`src/rtl/control_fsm.sv`:
```
// Multicycle control unit: sequences fetch/execute/memory/writeback from Ir,
// owns the architectural status register and the MemRd/MemWr/MemRdy handshake.
module control_fsm #(
    parameter int unsigned WAIT_LIMIT = 0
) (
    input  logic        Clock_i,
    input  logic        Reset_i,
    input  logic [15:0] Ir_i,
    input  logic [3:0]  Flags_i,
    input  logic        MemRdy_i,
    output logic        MemRd_o,
    output logic        MemWr_o,
    output logic        AluEn_o,
    output logic        MemEn_o,
    output logic        StatusRegEn_o,
    output logic [1:0]  AluOR_o,
    output logic        AluWe_o,
    output logic        CFlag_o,
    output logic        ImmSel_o,
    output logic        IrWe_o,
    output logic        LrEn_o,
    output logic        LrSel_o,
    output logic        LrWe_o,
    output logic        Op1Sel_o,
    output logic [1:0]  Op2Sel_o,
    output logic        PcEn_o,
    output logic [2:0]  PcSel_o,
    output logic        PcWe_o,
    output logic        RegWe_o,
    output logic [1:0]  Rs1Sel_o,
    output logic [1:0]  RwSel_o,
    output logic [3:0]  StatusReg_o,
    output logic        WdSel_o
);

    typedef enum logic [2:0] {
        S_FETCH,
        S_EXEC,
        S_MEM,
        S_WB,
        S_HALT
    } state_t;

    typedef enum logic [2:0] {
        C_ALU_RR = 3'b000,
        C_ALU_I5 = 3'b001,
        C_ALU_I8 = 3'b010,
        C_LDW    = 3'b011,
        C_STW    = 3'b100,
        C_BCC    = 3'b101,
        C_LINK   = 3'b110,
        C_MISC   = 3'b111
    } iclass_t;

    localparam int unsigned CW = (WAIT_LIMIT < 2) ? 1 : $clog2(WAIT_LIMIT + 1);

    state_t        state_q, state_d;
    logic [3:0]    status_q, status_d;
    logic [CW-1:0] wait_q, wait_d;
    logic          active_q;

    iclass_t       cls;
    logic          taken;
    logic          mem_wait;
    logic [CW:0]   wait_nxt;
    logic          wait_hit;
    logic          unused_ir;

    assign cls       = iclass_t'(Ir_i[15:13]);
    assign unused_ir = ^Ir_i[7:0];

    // active_q holds outputs at 0 until the first clock edge after reset, so
    // the first fetch request follows that edge rather than the deassertion.
    always_ff @(posedge Clock_i or posedge Reset_i) begin
        if (Reset_i) begin
            state_q  <= S_FETCH;
            status_q <= '0;
            wait_q   <= '0;
            active_q <= 1'b0;
        end else begin
            state_q  <= state_d;
            status_q <= status_d;
            wait_q   <= wait_d;
            active_q <= 1'b1;
        end
    end

    always_comb begin
        taken = 1'b0;
        case (Ir_i[11:8])
            4'd0:    taken = 1'b1;
            4'd1:    taken = status_q[2];
            4'd2:    taken = ~status_q[2];
            4'd3:    taken = status_q[1];
            4'd4:    taken = ~status_q[1];
            4'd5:    taken = status_q[3];
            4'd6:    taken = ~status_q[3];
            4'd7:    taken = status_q[0];
            default: taken = 1'b0;
        endcase
    end

    // The count only advances while stalled in FETCH/MEM; any progress or
    // state change lands in the else-branch and clears it.
    always_comb begin
        mem_wait = active_q && ((state_q == S_FETCH) || (state_q == S_MEM)) && !MemRdy_i;
        wait_nxt = {1'b0, wait_q} + {{CW{1'b0}}, 1'b1};
        wait_hit = (WAIT_LIMIT != 0) && mem_wait && (32'(wait_nxt) == WAIT_LIMIT);
        wait_d   = '0;
        if ((WAIT_LIMIT != 0) && mem_wait && !wait_hit) begin
            wait_d = wait_nxt[CW-1:0];
        end
    end

    always_comb begin
        state_d  = state_q;
        status_d = status_q;
        MemRd_o  = 1'b0;
        MemWr_o  = 1'b0;
        AluEn_o  = 1'b0;
        MemEn_o  = 1'b0;
        AluWe_o  = 1'b0;
        ImmSel_o = 1'b0;
        IrWe_o   = 1'b0;
        LrSel_o  = 1'b0;
        LrWe_o   = 1'b0;
        Op1Sel_o = 1'b0;
        Op2Sel_o = 2'd0;
        PcSel_o  = 3'd0;
        PcWe_o   = 1'b0;
        RegWe_o  = 1'b0;
        Rs1Sel_o = 2'd0;
        RwSel_o  = 2'd0;
        WdSel_o  = 1'b0;

        if (active_q) begin
            case (state_q)
                S_FETCH: begin
                    MemEn_o = 1'b1;
                    MemRd_o = 1'b1;
                    if (MemRdy_i) begin
                        IrWe_o  = 1'b1;
                        PcWe_o  = 1'b1;
                        PcSel_o = 3'd0;
                        state_d = S_EXEC;
                    end else if (wait_hit) begin
                        state_d = S_HALT;
                    end
                end

                S_EXEC: begin
                    case (cls)
                        C_ALU_RR, C_ALU_I5, C_ALU_I8: begin
                            AluWe_o  = 1'b1;
                            RegWe_o  = 1'b1;
                            WdSel_o  = 1'b0;
                            Op2Sel_o = 2'd0;
                            if (cls == C_ALU_RR) begin
                                Op2Sel_o = 2'd1;
                            end else if (cls == C_ALU_I5) begin
                                Rs1Sel_o = 2'd1;
                                RwSel_o  = 2'd1;
                                ImmSel_o = 1'b1;
                            end else begin
                                RwSel_o  = 2'd1;
                            end
                            status_d = Flags_i;
                            state_d  = S_FETCH;
                        end

                        C_LDW, C_STW: begin
                            Rs1Sel_o = 2'd1;
                            ImmSel_o = 1'b1;
                            Op2Sel_o = 2'd0;
                            AluWe_o  = 1'b1;
                            state_d  = S_MEM;
                        end

                        C_BCC: begin
                            Op1Sel_o = 1'b1;
                            Op2Sel_o = 2'd0;
                            ImmSel_o = 1'b0;
                            AluWe_o  = 1'b1;
                            state_d  = taken ? S_WB : S_FETCH;
                        end

                        C_LINK: begin
                            state_d = S_FETCH;
                            case (Ir_i[12:11])
                                2'b00: begin
                                    Op1Sel_o = 1'b1;
                                    AluWe_o  = 1'b1;
                                    LrWe_o   = 1'b1;
                                    LrSel_o  = 1'b1;
                                    state_d  = S_WB;
                                end
                                2'b01: begin
                                    PcWe_o  = 1'b1;
                                    PcSel_o = 3'd3;
                                end
                                2'b10: begin
                                    PcWe_o  = 1'b1;
                                    PcSel_o = 3'd7;
                                end
                                default: ;
                            endcase
                        end

                        default: begin
                            state_d = (Ir_i[12:11] == 2'b11) ? S_HALT : S_FETCH;
                        end
                    endcase
                end

                S_MEM: begin
                    AluEn_o = 1'b1;
                    if (cls == C_LDW) begin
                        MemRd_o = 1'b1;
                    end else begin
                        MemWr_o = 1'b1;
                    end
                    if (MemRdy_i) begin
                        // Load data owns the bus this cycle, so the ALU driver yields.
                        if (cls == C_LDW) begin
                            AluEn_o = 1'b0;
                            MemEn_o = 1'b1;
                            RegWe_o = 1'b1;
                            WdSel_o = 1'b1;
                            RwSel_o = 2'd1;
                        end
                        state_d = S_FETCH;
                    end else if (wait_hit) begin
                        state_d = S_HALT;
                    end
                end

                S_WB: begin
                    PcWe_o  = 1'b1;
                    PcSel_o = 3'd1;
                    state_d = S_FETCH;
                end

                S_HALT: state_d = S_HALT;

                default: state_d = S_FETCH;
            endcase
        end
    end

    assign StatusReg_o   = (active_q && (state_q != S_HALT)) ? status_q : '0;
    assign CFlag_o       = StatusReg_o[1];
    assign StatusRegEn_o = 1'b0;
    assign AluOR_o       = '0;
    assign LrEn_o        = 1'b0;
    assign PcEn_o        = 1'b0;

endmodule

```
`config.mk`:
```
export PLATFORM = sky130hd
export DESIGN_NAME = control_fsm
export DESIGN_NICKNAME = d
export VERILOG_FILES = /design/src/rtl/control_fsm.sv
export SDC_FILE = /design/constraint.sdc
export NUM_CORES = 1
export LEC_CHECK = 0
export ABC_AREA = 1
export BUFFER_PORTS_ARGS = -buffer_cell sky130_fd_sc_hd__buf_2
export CORE_MARGIN = 3
export CORE_UTILIZATION = 35
export CTS_BUF_LIST = sky130_fd_sc_hd__clkbuf_4 sky130_fd_sc_hd__clkbuf_8
export DETAILED_ROUTE_END_ITERATION = 8
export PLACE_DENSITY = 0.69
export SYNTH_ARGS = -nofsm -noshare
export SYNTH_HDL_FRONTEND = slang
export SYNTH_SLANG_ARGS = --single-unit
```
`constraint.sdc`:
```
create_clock -name Clock_i -period 1.5 [get_ports Clock_i]
set_input_delay 0 -clock Clock_i [delete_from_list [all_inputs] [get_ports Clock_i]]
set_output_delay 0 -clock Clock_i [all_outputs]
set_load 0.01 [all_outputs]
```
### After elaboration in Yosys (flattened, before gate mapping)

Index checks and enable logic that the tools add are counted.

| storage, ports and cells | value |
|---|---|
| output and inout bits | 32 |
| bits in latches | 0 |
| ROM bits | 0 |
| RAM bits | 0 |
| input bits | 23 |
| flip-flop bits (word level) | 8 |
| memories | 0 |
| logic and storage cells | 107 |

| cells by class | value |
|---|---|
| $add $sub $neg | 0 |
| shifts and indexed selects | 0 |
| equality and inequality tests | 23 |
| reduce and logical (&&, ||, !) cells | 11 |
| muxes and demuxes | 67 |
| $mul | 0 |
| order comparisons | 0 |
| bitwise operators | 3 |
| divide/modulo/power cells | 0 |

Operator list:

| kind | number |
|---|---|
| $mux 1 | 45 |
| $pmux 3 s4 | 2 |
| $eq 4x3->1 const B | 4 |
| $pmux 1 s2 | 8 |
| $mux 3 | 5 |
| $eq 3x2->1 const B | 4 |
| $eq 3x3->1 const B | 4 |
| $pmux 3 s2 | 2 |
| $eq 4x2->1 const B | 2 |
| $pmux 1 s8 | 1 |
| $eq 3x1->1 const B | 2 |
| $logic_not 3->1 | 2 |
| $reduce_and 3->1 | 2 |
| $reduce_or 6->1 | 1 |
| $eq 2x2->1 const B | 2 |
| $eq 4x1->1 const B | 1 |
| $logic_not 4->1 | 1 |
| $mux 2 | 2 |
| $mux 4 | 1 |
| $ne 2x2->1 const B | 2 |
| $reduce_or 2->1 | 2 |
| $ne 3x3->1 const B | 1 |
| $not 1->1 | 3 |
| $pmux 1 s3 | 1 |
| other kinds (4) | 4 |

### Logic depth before layout (Yosys ltp)

Gate-level depths: netlist of run 1.

| depth | value |
|---|---|
| depth in word-level cells | 6 |
| mapped depth | 12 |
| gate-level depth less buffers | 12 |

### Least setup slack after synthesis of run 1

OpenSTA, ideal clock, no wires.

| timing path | value |
|---|---|
| kind | reg-to-output |
| start | register state_q[2] |
| end | output Rs1Sel_o[0] |
| cell stages (with the launch flop) | 9 |
| path slack | 0.271 ns |
| arrival time | 1.229 ns |
| buffers on the path | 1 |
| required time | 1.500 ns |
| cell sequence | dfrtp_1 -> inv_2 -> nand2_1 -> nor2_2 -> inv_2 -> nor2_2 -> inv_2 -> nor2_1 -> buf_4 |

| on the way | value |
|---|---|
| longest elaborated chain between the ends | 3 |

Ends and longest elaborated chain:

| item | RTL line | RTL |
|---|---|---|
| from (decl) | 57 | `state_t state_q, state_d;` |
| from (signal assigned) | 81 | `state_q <= state_d;` |
| $eq 3x1->1 | 137 | `case (state_q)` |
| $mux 1 | 137 |  |
| $mux 1 | 136 | `if (active_q) begin` |
| to (decl) | 30 | `output logic [1:0] Rs1Sel_o,` |

No other way between the ends.

### Final worst setup path of run 1

| timing path | value |
|---|---|
| start | register state_q[2] |
| end | output AluWe_o |

| on the way | value |
|---|---|
| longest elaborated chain between the ends | 3 |

Ends and longest elaborated chain:

| item | RTL line | RTL |
|---|---|---|
| $eq 3x1->1 | 137 |  |
| $mux 1 | 137 |  |
| $mux 1 | 136 |  |
| to (decl) | 17 | `output logic AluWe_o,` |

No other way between the ends.

==> results of run 1 <==
worst reg2reg max path: stages (launching register included):
cell                      delay [ns]
sky130_fd_sc_hd__dfrtp_1        0.40
sky130_fd_sc_hd__inv_2          0.09
sky130_fd_sc_hd__nand2_1        0.07
sky130_fd_sc_hd__nor2_2         0.12
sky130_fd_sc_hd__inv_2          0.07
sky130_fd_sc_hd__nor2_4         0.10
sky130_fd_sc_hd__inv_4          0.07
sky130_fd_sc_hd__nor2_8         0.13
sky130_fd_sc_hd__o21ai_0        0.10
path summary, 6_finish.rpt:
kind                       slack (ns)           to  cells after the start  startpoint
min reg2reg                      0.56   state_q[0]                      2  state_q[0]
max in group asynchronous        1.00   state_q[0]                      3     Reset_i
min                              0.23   state_q[2]                      4    Ir_i[12]
max reg2reg                      0.22  status_q[0]                      8  state_q[2]
max                              0.02      AluWe_o                      8  state_q[2]
min in group asynchronous        0.24  status_q[2]                      3     Reset_i
cells in the final DEF (no fill, tap or decap), types with 2 or more instances in the layout:
master,instances
sky130_fd_sc_hd__a21oi_1,4
sky130_fd_sc_hd__nor3_1,3
sky130_fd_sc_hd__nand2_2,3
sky130_fd_sc_hd__dfrtp_1,7
sky130_fd_sc_hd__nor2_4,2
sky130_fd_sc_hd__inv_2,5
sky130_fd_sc_hd__nand2_1,31
sky130_fd_sc_hd__buf_2,38
sky130_fd_sc_hd__nor2_2,4
sky130_fd_sc_hd__nor2_1,13
sky130_fd_sc_hd__conb_1,9
sky130_fd_sc_hd__inv_1,16
sky130_fd_sc_hd__o21ai_0,8
sky130_fd_sc_hd__buf_4,4
sky130_fd_sc_hd__nand3_1,11
sky130_fd_sc_hd__clkbuf_4,3
sky130_fd_sc_hd__ha_1,3
sky130_fd_sc_hd__dlygate4sd3_1,5
area by class of cell:
cell class | count | area (um^2)
fill | 222 | 1120
clock buffer | 3 | 22.5
timing repair buffer | 47 | 270
multi-input combinational | 98 | 503
tap | 28 | 35.0
sequential | 8 | 201
inverter | 22 | 85.1
power groups by stage:
| stage | clock [mW] | sequential, mW | combinational, mW |
|---|---|---|---|
| finish | 0.159 | 0.350 | 0.456 |
| floorplan | 0 | 0.335 | 0.305 |
| detailed placement | 0 | 0.347 | 0.404 |
| CTS | 0.167 | 0.344 | 0.421 |
| global placement | 0 | 0.342 | 0.391 |
| global route | 0.177 | 0.360 | 0.523 |
metrics by stage:
stage          instances  cell area (um^2)  utilization [%]  worst slack (ns)
2_1_floorplan        139               858                -             0.271
3_5_place_dp         194              1000             44.8             0.220
3_3_place_gp         194              1000             44.8             0.260
5_1_grt              206              1120             50.0           -0.0655
6_report             206              1120             50.0            0.0191
4_1_cts              203              1080             48.5           0.00506
state kept, by name (all words and copies together) (netlist names):
register,count
state_q,3
active_q,1
status_q,4
cells by family after synthesis:
logic type                 count (synthesis)  synth area share (%)
and+or+nand+nor                           70                  40.3
AOI/OAI and AO/OA                         16                  10.4
DFF                                        8                  24.1
other                                      2                 0.903
adders and majority gates                  3                  4.51
buffers and inverters                     33                  19.8
metal layers:
metal / part of all wire [%] / vias up / track usage (%)
met5: 0 / - / 0
met4: 2.2 / 0 / 6.64
met3: 9.3 / 4 / 2.18
met2: 48 / 45 / 27.4
met1: 41 / 401 / 17.1
li1: - / 486 / -
repair_timing:
item | in CTS | in global routing
gates resized for setup | 1 | 4
hold buffers | 5 | 0
buffers inserted | 1 | 3
pin swaps | 1 | 1
setup endpoints to repair | 3 | 11
hold endpoints to repair | 12 | 0
==> results by stage, run 1 <==
Floorplan:
- The I/O pin total is 55.
- The starting density of the core is 37.3%.
- The die extent in y is 54.8 um.
- The number of placement rows is 17.
- The total core area is 2230 um^2.
- The floorplan step defined a die boundary enclosing 3000 um^2.
- The horizontal die dimension is 54.8 um.

Global routing:
- The first global-routing pass estimated 3320 um of wire.
- The initial antenna violation count is 0.
- Global routing used 15.1% of the available tracks across all layers.
- Summed over all layers, the global routing overflow is 0.
- The via count of the first global-routing pass is 824.
- Entering global routing, the biggest net connects 10 pins.

Synthesis:
- The post-synthesis cell type count is 22.
- The cell count after synthesis is 132.
- The number of synthesized register bits is 8.
- The share of Yosys cell area claimed by the top area cell type is 24.1%.
- The fraction of registers with async set or reset after synthesis is 100%.
- In the post-synthesis netlist, the cell with the most instances is sky130_fd_sc_hd__nand2_1.
- The area of the mapped netlist is 832 um^2.
- The mean instance size in the synthesized netlist is 6.30 um^2.
- The prevailing post-synth register cell is sky130_fd_sc_hd__dfrtp_1.
- Sorting the synthesized cells by how often they occur yields 32 x sky130_fd_sc_hd__nand2_1, 16 x sky130_fd_sc_hd__inv_1, 14 x sky130_fd_sc_hd__nor2_1.
- The Yosys step of the flow raised 0 warnings.
- After synthesis, flip-flops and latches occupy 24.1% of the total area.
- The largest area contributor in the synthesized netlist is sky130_fd_sc_hd__dfrtp_1.
- By area the synthesized netlist is led by sky130_fd_sc_hd__dfrtp_1 24%, sky130_fd_sc_hd__nand2_1 14%, sky130_fd_sc_hd__buf_4 9.9%.
- In this run, synthesis inferred 0 flip-flops with an integrated enable.

Drt:
- After detailed routing, the average wire length per cell comes to 9.86 um.
- The count of unresolved DRC violations after routing is 0.
- For this block, the initial DRC count from the detailed router was 25.
- The count of nets left with antenna violations once routing finished came out at 0.
- The length of the first detailed-routing pass in iterations is 4.
- The total via count in the routed design is 936.
- The number of vias per cell after detailed routing is 4.54.
- Summed over all layers, the routed wires come to 2030 um.

Pwr:
- In this run the power density over the cells is 863 nW/um^2.
- Per report_power, the sequential group accounts for 36.3% of the total.
- Combinational logic is responsible for 47.3% of the overall power.
- The worst ir drop on vdd is 0.000702 V.
- The internal power summed over all cells is 0.563 mW.
- The static power due to leakage is 0.685 nW.
- The net switching power of the design is 0.401 mW.
- After layout, the design draws a total of 0.964 mW.
- Net switching is 41.6% of the power.
- Per report_power, the clock group accounts for 16.5% of the total.

Status:
- The flow ran to the end, and the final reports show no timing, DRC or antenna violations.

Layout:
- The area growth from synthesis to layout is 34.3%.
- The number of antenna diodes in the final layout is 0.
- Of the cells placed in the final design, the portion with a size suffix greater than 1 is 35.4%.
- In the final design database the tool counted 206 nets.

Place:
- Buffers placed on the I/O ports in this run total 38.
- The routability congestion estimate from global placement is 0.825.
- The total half-perimeter wirelength after legalization and detailed placement is 1660 um.

Setup path:
- STA classifies the critical path endpoint as a primary output.
- The signal on the critical path passes through inv_2, nand2_1, nor2_2, inv_2, nor2_4, inv_4, a31oi_1, buf_2.
- The worst path buffer plus inverter count is 4.
- The cell family contributing the most delay on the critical path is flip-flops.
- The highest net fanout along the worst path is 9.
- The delay of the slowest cell on the worst path is 0.40 ns.
- The type of the worst setup path is flip-flop to primary output.
- The worst-path cell with the longest stage delay is sky130_fd_sc_hd__dfrtp_1.
- Data on the critical path is required at its endpoint by 1.50 ns.
- The arrival time of the worst setup path is 1.48 ns.
- Counting stages on the worst path, the most repeated cell is sky130_fd_sc_hd__inv_2.
- The kind of start point of the critical path is a flip-flop.

Clock tree:
- The CTS clock-pin slew for the worst setup and hold paths is 0.05 ns.
- The number of sinks on the clock net is 8.
- CTS placed an instance of sky130_fd_sc_hd__clkbuf_4 at the clock tree root.
- The clock passes through at most 2 buffers.
- The CTS tree is built.
- The H-tree level count is 1.
- The worst-skew pair later-pin latency is 0.25 ns.
- The clock buffer count from CTS is 3.

Timing:
- The number of hold violations in the final report came to 0.
- Setup repair after global routing could not meet its margin everywhere.
- The worst path in the final design needs a cycle of 1.48 ns, including I/O delays and setup.
- Across all hold checks on the routed design, the worst slack comes to 0.230 ns.
- The final total negative setup slack is 0 ns.
- The number of pins with negative max-slew slack in the final report is 0.
- The timing-limited maximum frequency is 675 MHz.
- Setup violations remaining at the end of the flow were counted as 0.
- The worst-case clock skew is 0.00884 ns.
- Dividing the final minimum period by the clock period gives 98.7%.

Hold path:
- The path class of the tightest hold or removal check is input pin to flip-flop.

Run:
- Max-cap violations in this run came to 0.
No activity file was read; power rests on OpenSTA's default activity.
==> inputs of run 2 (changes only) <==
- clock period: 1.5 -> 1.8 ns (I/O delays scaled with it)
==> run 2 against run 1 <==
  * Global-route usage is 0.96 points lower
  * Worst setup slack gained 0.27 ns
  * Non-clock buffer count decreased by 4
  * Count of clock-buffer cells in the layout unchanged
  * Final cell count shrank 1.9%
  * Critical path depth is 2 lower
  * Flip-flop and latch count stayed put
  * Clock power is 16% lower
  * Total power fell by 21%
  * Sequential power down 18%
  * Cell area is 3.9% lower
  * Sequential share of layout area is 0.62 points higher
  * Critical path type unchanged
  * Largest cell class unchanged
==> results by stage, run 2 (synthesized netlist as in run 1, its figures left out) <==
Layout:
- The share of post-route cells with drive strength above 1 is 32.2% (was 35.4%).
- The final-stage net count came to 202 (was 206).
- The flip-flop count of the largest register, all copies and words added is 4 (unchanged).
- Top library cells by usage in the layout, fill and taps aside: 38 x sky130_fd_sc_hd__buf_2, 32 x sky130_fd_sc_hd__nand2_1, 16 x sky130_fd_sc_hd__inv_1 (was 38 x sky130_fd_sc_hd__buf_2, 31 x sky130_fd_sc_hd__nand2_1, 16 x sky130_fd_sc_hd__inv_1).
- The count of antenna diodes in the layout is 0 (unchanged).
- The total of fill cells in the finished design is 229 (was 222).
- The register with the most flip-flops is status_q (unchanged).
- The most common cell after layout, fill and taps aside is sky130_fd_sc_hd__buf_2 (unchanged).
- The post-layout instance area came to 1070 um^2 (was 1120 um^2).
- Largest regs: status_q x4, state_q x3, active_q x1 (unchanged).
- The synthesis-to-finish area growth is 29.0% (was 34.3%).

Timing:
- The final total negative setup slack is 0 ns (unchanged).
- The worst-case clock skew was 0.00513 ns (was 0.00884 ns).
- For the finished layout, the period the worst path requires is 1.51 ns.
- The share of the clock period used by the worst path is 84.1%.
- The setup-violating endpoint count in the final report is 0 (unchanged).
- Unrepaired setup endpoints after global routing: no (was yes).
- The timing-limited maximum frequency is 660 MHz.
- The number of hold violations in the final report is 0 (unchanged).
- The worst path setup slack after routing is 0.286 ns (was 0.0191 ns).
- The number of pins with negative max-slew slack in the final report is 0 (unchanged).

Global routing:
- The first-pass GRT wire length was 3130 um (was 3320 um).
- The maximum number of pins on one net before global-route repair is 10 (unchanged).
- The initial antenna violation count is 0 (unchanged).
- The remaining global-route overflow is 0 (unchanged).
- The via count of the first global-routing pass is 790 (was 824).
- The aggregate global-route resource usage is 14.1% (was 15.1%).

Setup path:
- The endpoint of the worst register-to-register path is status_q[0] (unchanged).
- The origin of the critical flop-to-flop path is state_q[2] (unchanged).
- The count of cells along the worst register-to-register path is 9 (was 8).
- The highest net fanout along the worst path is 5 (was 9).
- Cells along the critical path: nor2_1, nand2_1, nor3_4, inv_2, o21ai_0, buf_2 (was inv_2, nand2_1, nor2_2, inv_2, nor2_4, inv_4, a31oi_1, buf_2).
- The kind of start point of the critical path is a flip-flop (unchanged).
- The setup slack on the worst flop-to-flop path is 0.51 ns (was 0.22 ns).
- The delay of the slowest cell on the worst path came to 0.42 ns (was 0.40 ns).
- The required time at the worst-slack endpoint was 1.80 ns (was 1.50 ns).
- The endpoint type of the worst setup path was a primary output (unchanged).
- The arrival time of the worst setup path is 1.51 ns (was 1.48 ns).
- The worst-path cell with the longest stage delay is sky130_fd_sc_hd__dfrtp_1 (unchanged).
- The type of the worst setup path is flip-flop to primary output (unchanged).

Hold path:
- The endpoint with the worst hold slack is state_q[2] (unchanged).
- The class of the most critical hold timing path is input pin to flip-flop (unchanged).
- The cell depth of the worst min-delay path was 4 (unchanged).
- The worst min-delay path startpoint is Ir_i[12] (unchanged).

Floorplan:
- The die extent in y is 54.8 um (unchanged).
- The die area is 3000 um^2 (unchanged).
- The I/O pin total is 55 (unchanged).
- The total core area came to 2230 um^2 (unchanged).
- The starting density of the core is 37.3% (unchanged).
- The horizontal die dimension is 54.8 um (unchanged).
- The number of placement rows is 17 (unchanged).

Place:
- The routability congestion estimate from global placement is 0.825 (about the same).
- The area after detailed placement came to 1000 um^2 (unchanged).
- The worst slack at placement is 0.523 ns (was 0.220 ns).
- The total half-perimeter wirelength after legalization and detailed placement came to 1640 um (was 1660 um).
- The port buffer count is 38 (unchanged).

Drt:
- The detailed router's first-iteration violation count is 12 (was 25).
- The detailed route wirelength on metal3 is 180 um (was 189 um).
- The remaining number of nets flagged by the antenna check after routing is 0 (unchanged).
- The top routing layer in use was met4 (unchanged).
- The length of the first detailed-routing pass in iterations is 4 (unchanged).
- The sum of routed wire length over all layers is 1900 um (was 2030 um).
- The sum of routed wire segments on met1 was 805 um (was 824 um).
- The count of unresolved DRC violations after routing is 0 (unchanged).
- The routed length on met2 is 884 um (was 974 um).
- The average wire per cell in the routed design was 9.42 um (was 9.86 um).
- The total via count in the routed design came to 892 (was 936).
- The number of vias per cell after detailed routing is 4.42 (was 4.54).

Clock tree:
- The number of buffers between clock root and the deepest sink came to 2 (unchanged).
- The clock buffer count from CTS is 3 (unchanged).
- The H-tree level count is 1 (unchanged).
- The number of sinks on the clock net is 8 (unchanged).
- The CTS clock-pin slew for the worst setup and hold paths was 0.05 ns (about the same).
- The number of buffers inserted by post-CTS setup repair is 0 (was 1).
- The worst-skew pair later-pin latency was 0.25 ns (about the same).
- The post-cts sizing count is 0 (was 1).
- The library cell used as clock root buffer was sky130_fd_sc_hd__clkbuf_4 (unchanged).
- The CTS tree is built (unchanged).

Status:
- Status: finished, final reports clean (unchanged).

Pwr:
- The worst ir drop on vdd was 0.000610 V (was 0.000702 V).
- The power per cell area is 711 nW/um^2 (was 863 nW/um^2).
- The static power due to leakage was 0.663 nW (was 0.685 nW).

Run:
- The number of max-cap violations is 0 (unchanged).
## run 2: final cells by class
| cell class | count | area [um^2] | share of cell area [%] |
|---|---|---|---|
| sequential | 8 | 200 | 18.6 |
| tap | 28 | 35.0 | 3.26 |
| inverter | 22 | 82.6 | 7.69 |
| clock buffer | 3 | 22.5 | 2.10 |
| multi-input combinational | 98 | 493 | 45.9 |
| timing repair buffer | 43 | 240 | 22.4 |
## run 2: per-stage QoR
stage	util, %	total power [mW]	std cells	hold WS, ns
after floorplan	-	0.533	139	-0.184
after global placement	44.8	0.611	194	-0.0499
final	48.1	0.763	202	0.222
after CTS	48.1	0.770	202	0.225
after detailed placement	44.8	0.624	194	-0.0404
after global routing	48.1	0.840	202	0.236
## run 2: worst max-delay path by stage
stage	from	endpoint	cells past startpoint
after floorplan	state_q[2]	Rs1Sel_o[0]	8
after global placement	state_q[2]	status_q[0]	8
after detailed placement	state_q[2]	status_q[1]	8
after CTS	state_q[0]	RegWe_o	6
after global routing	state_q[0]	RegWe_o	6
final	state_q[0]	RegWe_o	6
## run 2: worst max-delay path, delay by kind of cell, from the launching register on
kind            cells  cell delay [ns]
buf+inv             2             0.19
flops               1             0.42
simple gates        3             0.60
compound gates      1             0.06
## run 2: metal layers
| metal | up-vias | track usage (%) |
|---|---|---|
| li1 | 476 | - |
| met2 | 40 | 24.6 |
| met5 | - | 0 |
| met4 | 0 | 6.64 |
| met3 | 4 | 1.09 |
| met1 | 372 | 17.3 |
## run 2: report_power, final
group | internal [mW] | total, mW | switching [mW]
sequential | 0.244 | 0.286 | 0.0418
combinational | 0.123 | 0.344 | 0.221
clock | 0.0760 | 0.133 | 0.0573
## run 2: timing repair
action | 4_1_cts | 5_1_grt
hold endpoints to repair | 12 | 0
setup endpoints to repair | 0 | 0
hold buffers | 5 | 0
==> inputs of run 3 (changes only) <==
- ABC_AREA: 1 -> 0
- PLACE_DENSITY: 0.69 -> 0.7
- clock period: 1.8 -> 1.3 ns (I/O delays scaled with it)
==> run 3 against run 2 <==
  * The flow now finishes with violations (negative setup slack)
  * Routed wire length grew 44%
  * Core utilization grew 16 points
  * Non-clock buffer count is 21 higher
  * Global-route usage grew 3.2 points
  * Critical path type unchanged
  * Largest cell class unchanged
==> results by stage, run 3 <==
Timing:
- The worst path setup slack after routing is -0.325 ns (was 0.286 ns).
- The final total negative setup slack is -6.50 ns (was 0 ns).
- The final critical delay including setup and external delays is 1.62 ns.
- The worst-case clock skew is 0.00279 ns (was 0.00513 ns).
- The number of pins with negative max-slew slack in the final report is 0 (unchanged).
- The final-layout worst hold slack came to 0.123 ns (was 0.222 ns).
- The setup-violating endpoint count in the final report is 29 (was 0).
- Timing would allow up to 615 MHz.
- Unrepaired setup endpoints after global routing: yes (was no).
- The share of the clock period used by the worst path is 125%.
- The number of hold violations in the final report is 0 (unchanged).

Synthesis:
- The number of synthesized register bits came to 8 (unchanged).
- The complex-gate fraction of the synthesized area is 13.5% (was 10.4%).
- The fraction of registers with async set or reset after synthesis is 100% (unchanged).
- The area of the mapped netlist is 892 um^2 (was 832 um^2).
- The yosys synthesis warning count is 0 (unchanged).
- The largest area contributor in the synthesized netlist is sky130_fd_sc_hd__dfrtp_1 (unchanged).
- The mean instance size in the synthesized netlist came to 8.11 um^2 (was 6.30 um^2).
- The mux cell area share after synthesis is 11.4% (was 0%).
- The adder-cell share of the synthesized area is 4.21% (was 4.51%).
- The share of Yosys cell area claimed by the top area cell type is 22.4% (was 24.1%).
- The cell count after synthesis was 110 (was 132).
- The most used standard cell by instance count after synthesis was sky130_fd_sc_hd__buf_4 (was sky130_fd_sc_hd__nand2_1).
- The post-synthesis xor/xnor area fraction came to 0.982% (was 0%).
- The sequential-to-total area share from yosys stat was 22.4% (was 24.1%).
- The prevailing post-synth register cell is sky130_fd_sc_hd__dfrtp_1 (unchanged).
- Cell types occupying the most area after synthesis: sky130_fd_sc_hd__dfrtp_1 22%, sky130_fd_sc_hd__buf_4 9.3%, sky130_fd_sc_hd__mux2_4 6.7% (was sky130_fd_sc_hd__dfrtp_1 24%, sky130_fd_sc_hd__nand2_1 14%, sky130_fd_sc_hd__buf_4 9.9%).
- The main combinational cell family by area after synthesis is simple AND/OR/NAND/NOR gates (unchanged).
- The fraction of the mapped netlist area in simple logic gates is 32.1% (was 40.3%).
- The number of synthesized flops with an enable pin was 0 (unchanged).
- Cell types with the highest counts after synthesis: 11 x sky130_fd_sc_hd__buf_4, 9 x sky130_fd_sc_hd__nor2_1, 8 x sky130_fd_sc_hd__dfrtp_1, 8 x sky130_fd_sc_hd__inv_1, 8 x sky130_fd_sc_hd__nand2_1 (was 32 x sky130_fd_sc_hd__nand2_1, 16 x sky130_fd_sc_hd__inv_1, 14 x sky130_fd_sc_hd__nor2_1).
- The post-synthesis cell type count is 41 (was 22).

Clock tree:
- The CTS clock-pin slew for the worst setup and hold paths is 0.05 ns (about the same).
- The H-tree level count came to 1 (unchanged).
- The number of buffers between clock root and the deepest sink is 2 (unchanged).
- The library cell used as clock root buffer is sky130_fd_sc_hd__clkbuf_4 (unchanged).
- The CTS tree is built (unchanged).
- The worst-skew pair later-pin latency is 0.25 ns (about the same).
- The clock buffer count from CTS came to 3 (unchanged).
- The number of sinks on the clock net is 8 (unchanged).

Layout:
- Largest regs: status_q x4, state_q x3, active_q x1 (unchanged).
- The synthesis-to-finish area growth is 66.6% (was 29.0%).
- The most common cell after layout, fill and taps aside is sky130_fd_sc_hd__buf_2 (unchanged).
- The post-route core utilization is 64.1% (was 48.1%).
- The post-layout instance area is 1490 um^2 (was 1070 um^2).
- The count of antenna diodes in the layout was 0 (unchanged).
- The register with the most flip-flops is status_q (unchanged).
- The filler-free cell count of the finished design is 197 (was 202).
- The flip-flop count of the largest register, all copies and words added is 4 (unchanged).
- The share of post-route cells with drive strength above 1 is 54.4% (was 32.2%).
- Top library cells by usage in the layout, fill and taps aside: 30 x sky130_fd_sc_hd__buf_2, 17 x sky130_fd_sc_hd__buf_6, 12 x sky130_fd_sc_hd__buf_4 (was 38 x sky130_fd_sc_hd__buf_2, 32 x sky130_fd_sc_hd__nand2_1, 16 x sky130_fd_sc_hd__inv_1).
- The final-stage net count was 197 (was 202).

Pwr:
- The part of the total power dissipated in combinational logic is 28.3% (was 45.1%).
- The power per cell area came to 435 nW/um^2 (was 711 nW/um^2).
- The switching fraction of total power was 29.6% (was 41.9%).
- The worst ir drop on vdd came to 0.000544 V (was 0.000610 V).
- The clock network fraction of total power is 28.6% (was 17.5%).
- The internal power summed over all cells was 0.455 mW (was 0.443 mW).
- The static power due to leakage is 0.792 nW (was 0.663 nW).
- The net switching power of the design is 0.191 mW (was 0.320 mW).
- The fraction of power consumed by sequential logic is 43.1% (was 37.4%).
- The total power after layout came to 0.646 mW (was 0.763 mW).

Global routing:
- The first-pass GRT wire length is 4460 um (was 3130 um).
- The via count of the first global-routing pass is 1003 (was 790).
- The remaining global-route overflow is 0 (unchanged).
- The maximum number of pins on one net before global-route repair is 13 (was 10).
- The initial antenna violation count came to 0 (unchanged).
- The aggregate global-route resource usage came to 17.3% (was 14.1%).

Setup path:
- The highest net fanout along the worst path is 2 (was 5).
- The origin of the critical flop-to-flop path is state_q[2] (unchanged).
- The required time at the worst-slack endpoint is 1.30 ns (was 1.80 ns).
- The endpoint of the worst register-to-register path is state_q[0] (was status_q[0]).
- The origin of the worst setup path is state_q[2] (was state_q[0]).
- The kind of start point of the critical path is a flip-flop (unchanged).
- The setup slack on the worst flop-to-flop path is -0.25 ns (was 0.51 ns).
- The endpoint type of the worst setup path is a primary output (unchanged).
- The count of cells along the worst register-to-register path is 7 (was 9).
- The arrival time of the worst setup path is 1.62 ns (was 1.51 ns).
- The type of the worst setup path is flip-flop to primary output (unchanged).
- The last element of the critical path is PcWe_o (was RegWe_o).

Drt:
- The average wire per cell in the routed design was 13.9 um (was 9.42 um).
- The detailed router's first-iteration violation count was 19 (was 12).
- The count of unresolved DRC violations after routing is 0 (unchanged).
- The sum of routed wire length over all layers was 2750 um (was 1900 um).
- The remaining number of nets flagged by the antenna check after routing came to 0 (unchanged).
- The number of vias per cell after detailed routing is 5.02 (was 4.42).
- The total via count in the routed design is 989 (was 892).
- The length of the first detailed-routing pass in iterations was 4 (unchanged).

Status:
- Status: finished, violations left (was finished, final reports clean).
- The checks that failed: negative setup slack.

Floorplan:
- The total core area is 2320 um^2 (was 2230 um^2).
- The horizontal die dimension came to 56.5 um (was 54.8 um).
- The starting density of the core is 38.5% (was 37.3%).
- The die extent in y was 56.5 um (was 54.8 um).
- The number of placement rows is 17 (unchanged).
- The die area came to 3190 um^2 (was 3000 um^2).
- The I/O pin total is 55 (unchanged).

Hold path:
- The class of the most critical hold timing path was input pin to flip-flop (unchanged).

Place:
- The port buffer count is 38 (unchanged).
- The number of cells in the design after placement was 178 (was 194).
- The routability congestion estimate from global placement is 0.896 (was 0.825).
- The total half-perimeter wirelength after legalization and detailed placement is 1860 um (was 1640 um).
- The worst slack at placement was -0.167 ns (was 0.523 ns).
- The area after detailed placement came to 1130 um^2 (was 1000 um^2).

Run:
- The number of max-cap violations is 0 (unchanged).
-- run 3: cell count changes in the layout (fill, tap and decap cells not counted), moves of 5 or more --
cell                      change
sky130_fd_sc_hd__and2_1       +5
sky130_fd_sc_hd__buf_2        -8
sky130_fd_sc_hd__buf_4       +12
sky130_fd_sc_hd__buf_6       +17
sky130_fd_sc_hd__inv_1        -9
sky130_fd_sc_hd__inv_2        -6
sky130_fd_sc_hd__nand2_1     -25
sky130_fd_sc_hd__nand3_1      -9
sky130_fd_sc_hd__nor2_1       -7
sky130_fd_sc_hd__nor2b_1      +5
sky130_fd_sc_hd__o21ai_0      -8
-- run 3: worst min path at each step --
stage / to / cells after the start / slack, ns / from
2_1_floorplan: active_q / 1 / -0.18 / Reset_i
3_3_place_gp: state_q[1] / 2 / -0.05 / Reset_i
3_5_place_dp: active_q / 2 / -0.05 / Reset_i
4_1_cts: state_q[0] / 4 / 0.11 / Ir_i[11]
5_1_grt: state_q[0] / 4 / 0.12 / Ir_i[11]
6_report: state_q[0] / 4 / 0.12 / Ir_i[11]
-- run 3: layout make-up --
| cell class | instances | area [um^2] |
|---|---|---|
| clock buffers | 3 | 22.5 |
| multi-input cells | 86 | 713 |
| repair buffers | 64 | 482 |
| well taps | 28 | 35.0 |
| fillers | 185 | 832 |
| flip-flops and latches | 8 | 201 |
| inverters | 8 | 32.5 |
-- run 3: worst max-delay path: stages, from the launching register on --
cell and delay, ns:
sky130_fd_sc_hd__dfrtp_1 0.39, sky130_fd_sc_hd__buf_6 0.12, sky130_fd_sc_hd__or3b_4 0.39, sky130_fd_sc_hd__nor3b_4 0.19, sky130_fd_sc_hd__o21bai_4 0.15, sky130_fd_sc_hd__buf_6 0.12
-- run 3: per-layer routing --
metal / vias up / part of all wire (%) / global-route usage [%] / wire, um
met1: 475 / 40 / 20.0 / 1100
li1: 477 / - / - / -
met5: - / 0 / 0 / 0
met4: 0 / 1.3 / 5.42 / 36
met2: 31 / 53 / 30.7 / 1450
met3: 6 / 5.8 / 4.37 / 159
-- run 3: power by group through the flow --
stage / sequential, mW / combinational [mW] / clock, mW
6_report: 0.278 / 0.183 / 0.185
5_1_grt: 0.280 / 0.201 / 0.211
4_1_cts: 0.277 / 0.172 / 0.196
3_5_place_dp: 0.281 / 0.151 / 0
3_3_place_gp: 0.279 / 0.145 / 0
2_1_floorplan: 0.278 / 0.115 / 0
-- run 3: logic make-up after synthesis --
family	count (synthesis)
other cells	2
simple gates	47
buf+inv	23
compound gates	18
flops	8
mux	8
xor+xnor	1
fa+ha+maj	3
-- run 3: what timing repair did --
action                                  in CTS  in global routing
endpoints found under the setup margin      29                 31
buffers inserted                            10                  1
pin swaps                                   11                  5
hold buffers                                 5                  0
resized for setup                           29                 15
endpoints found under the hold margin       12                  0
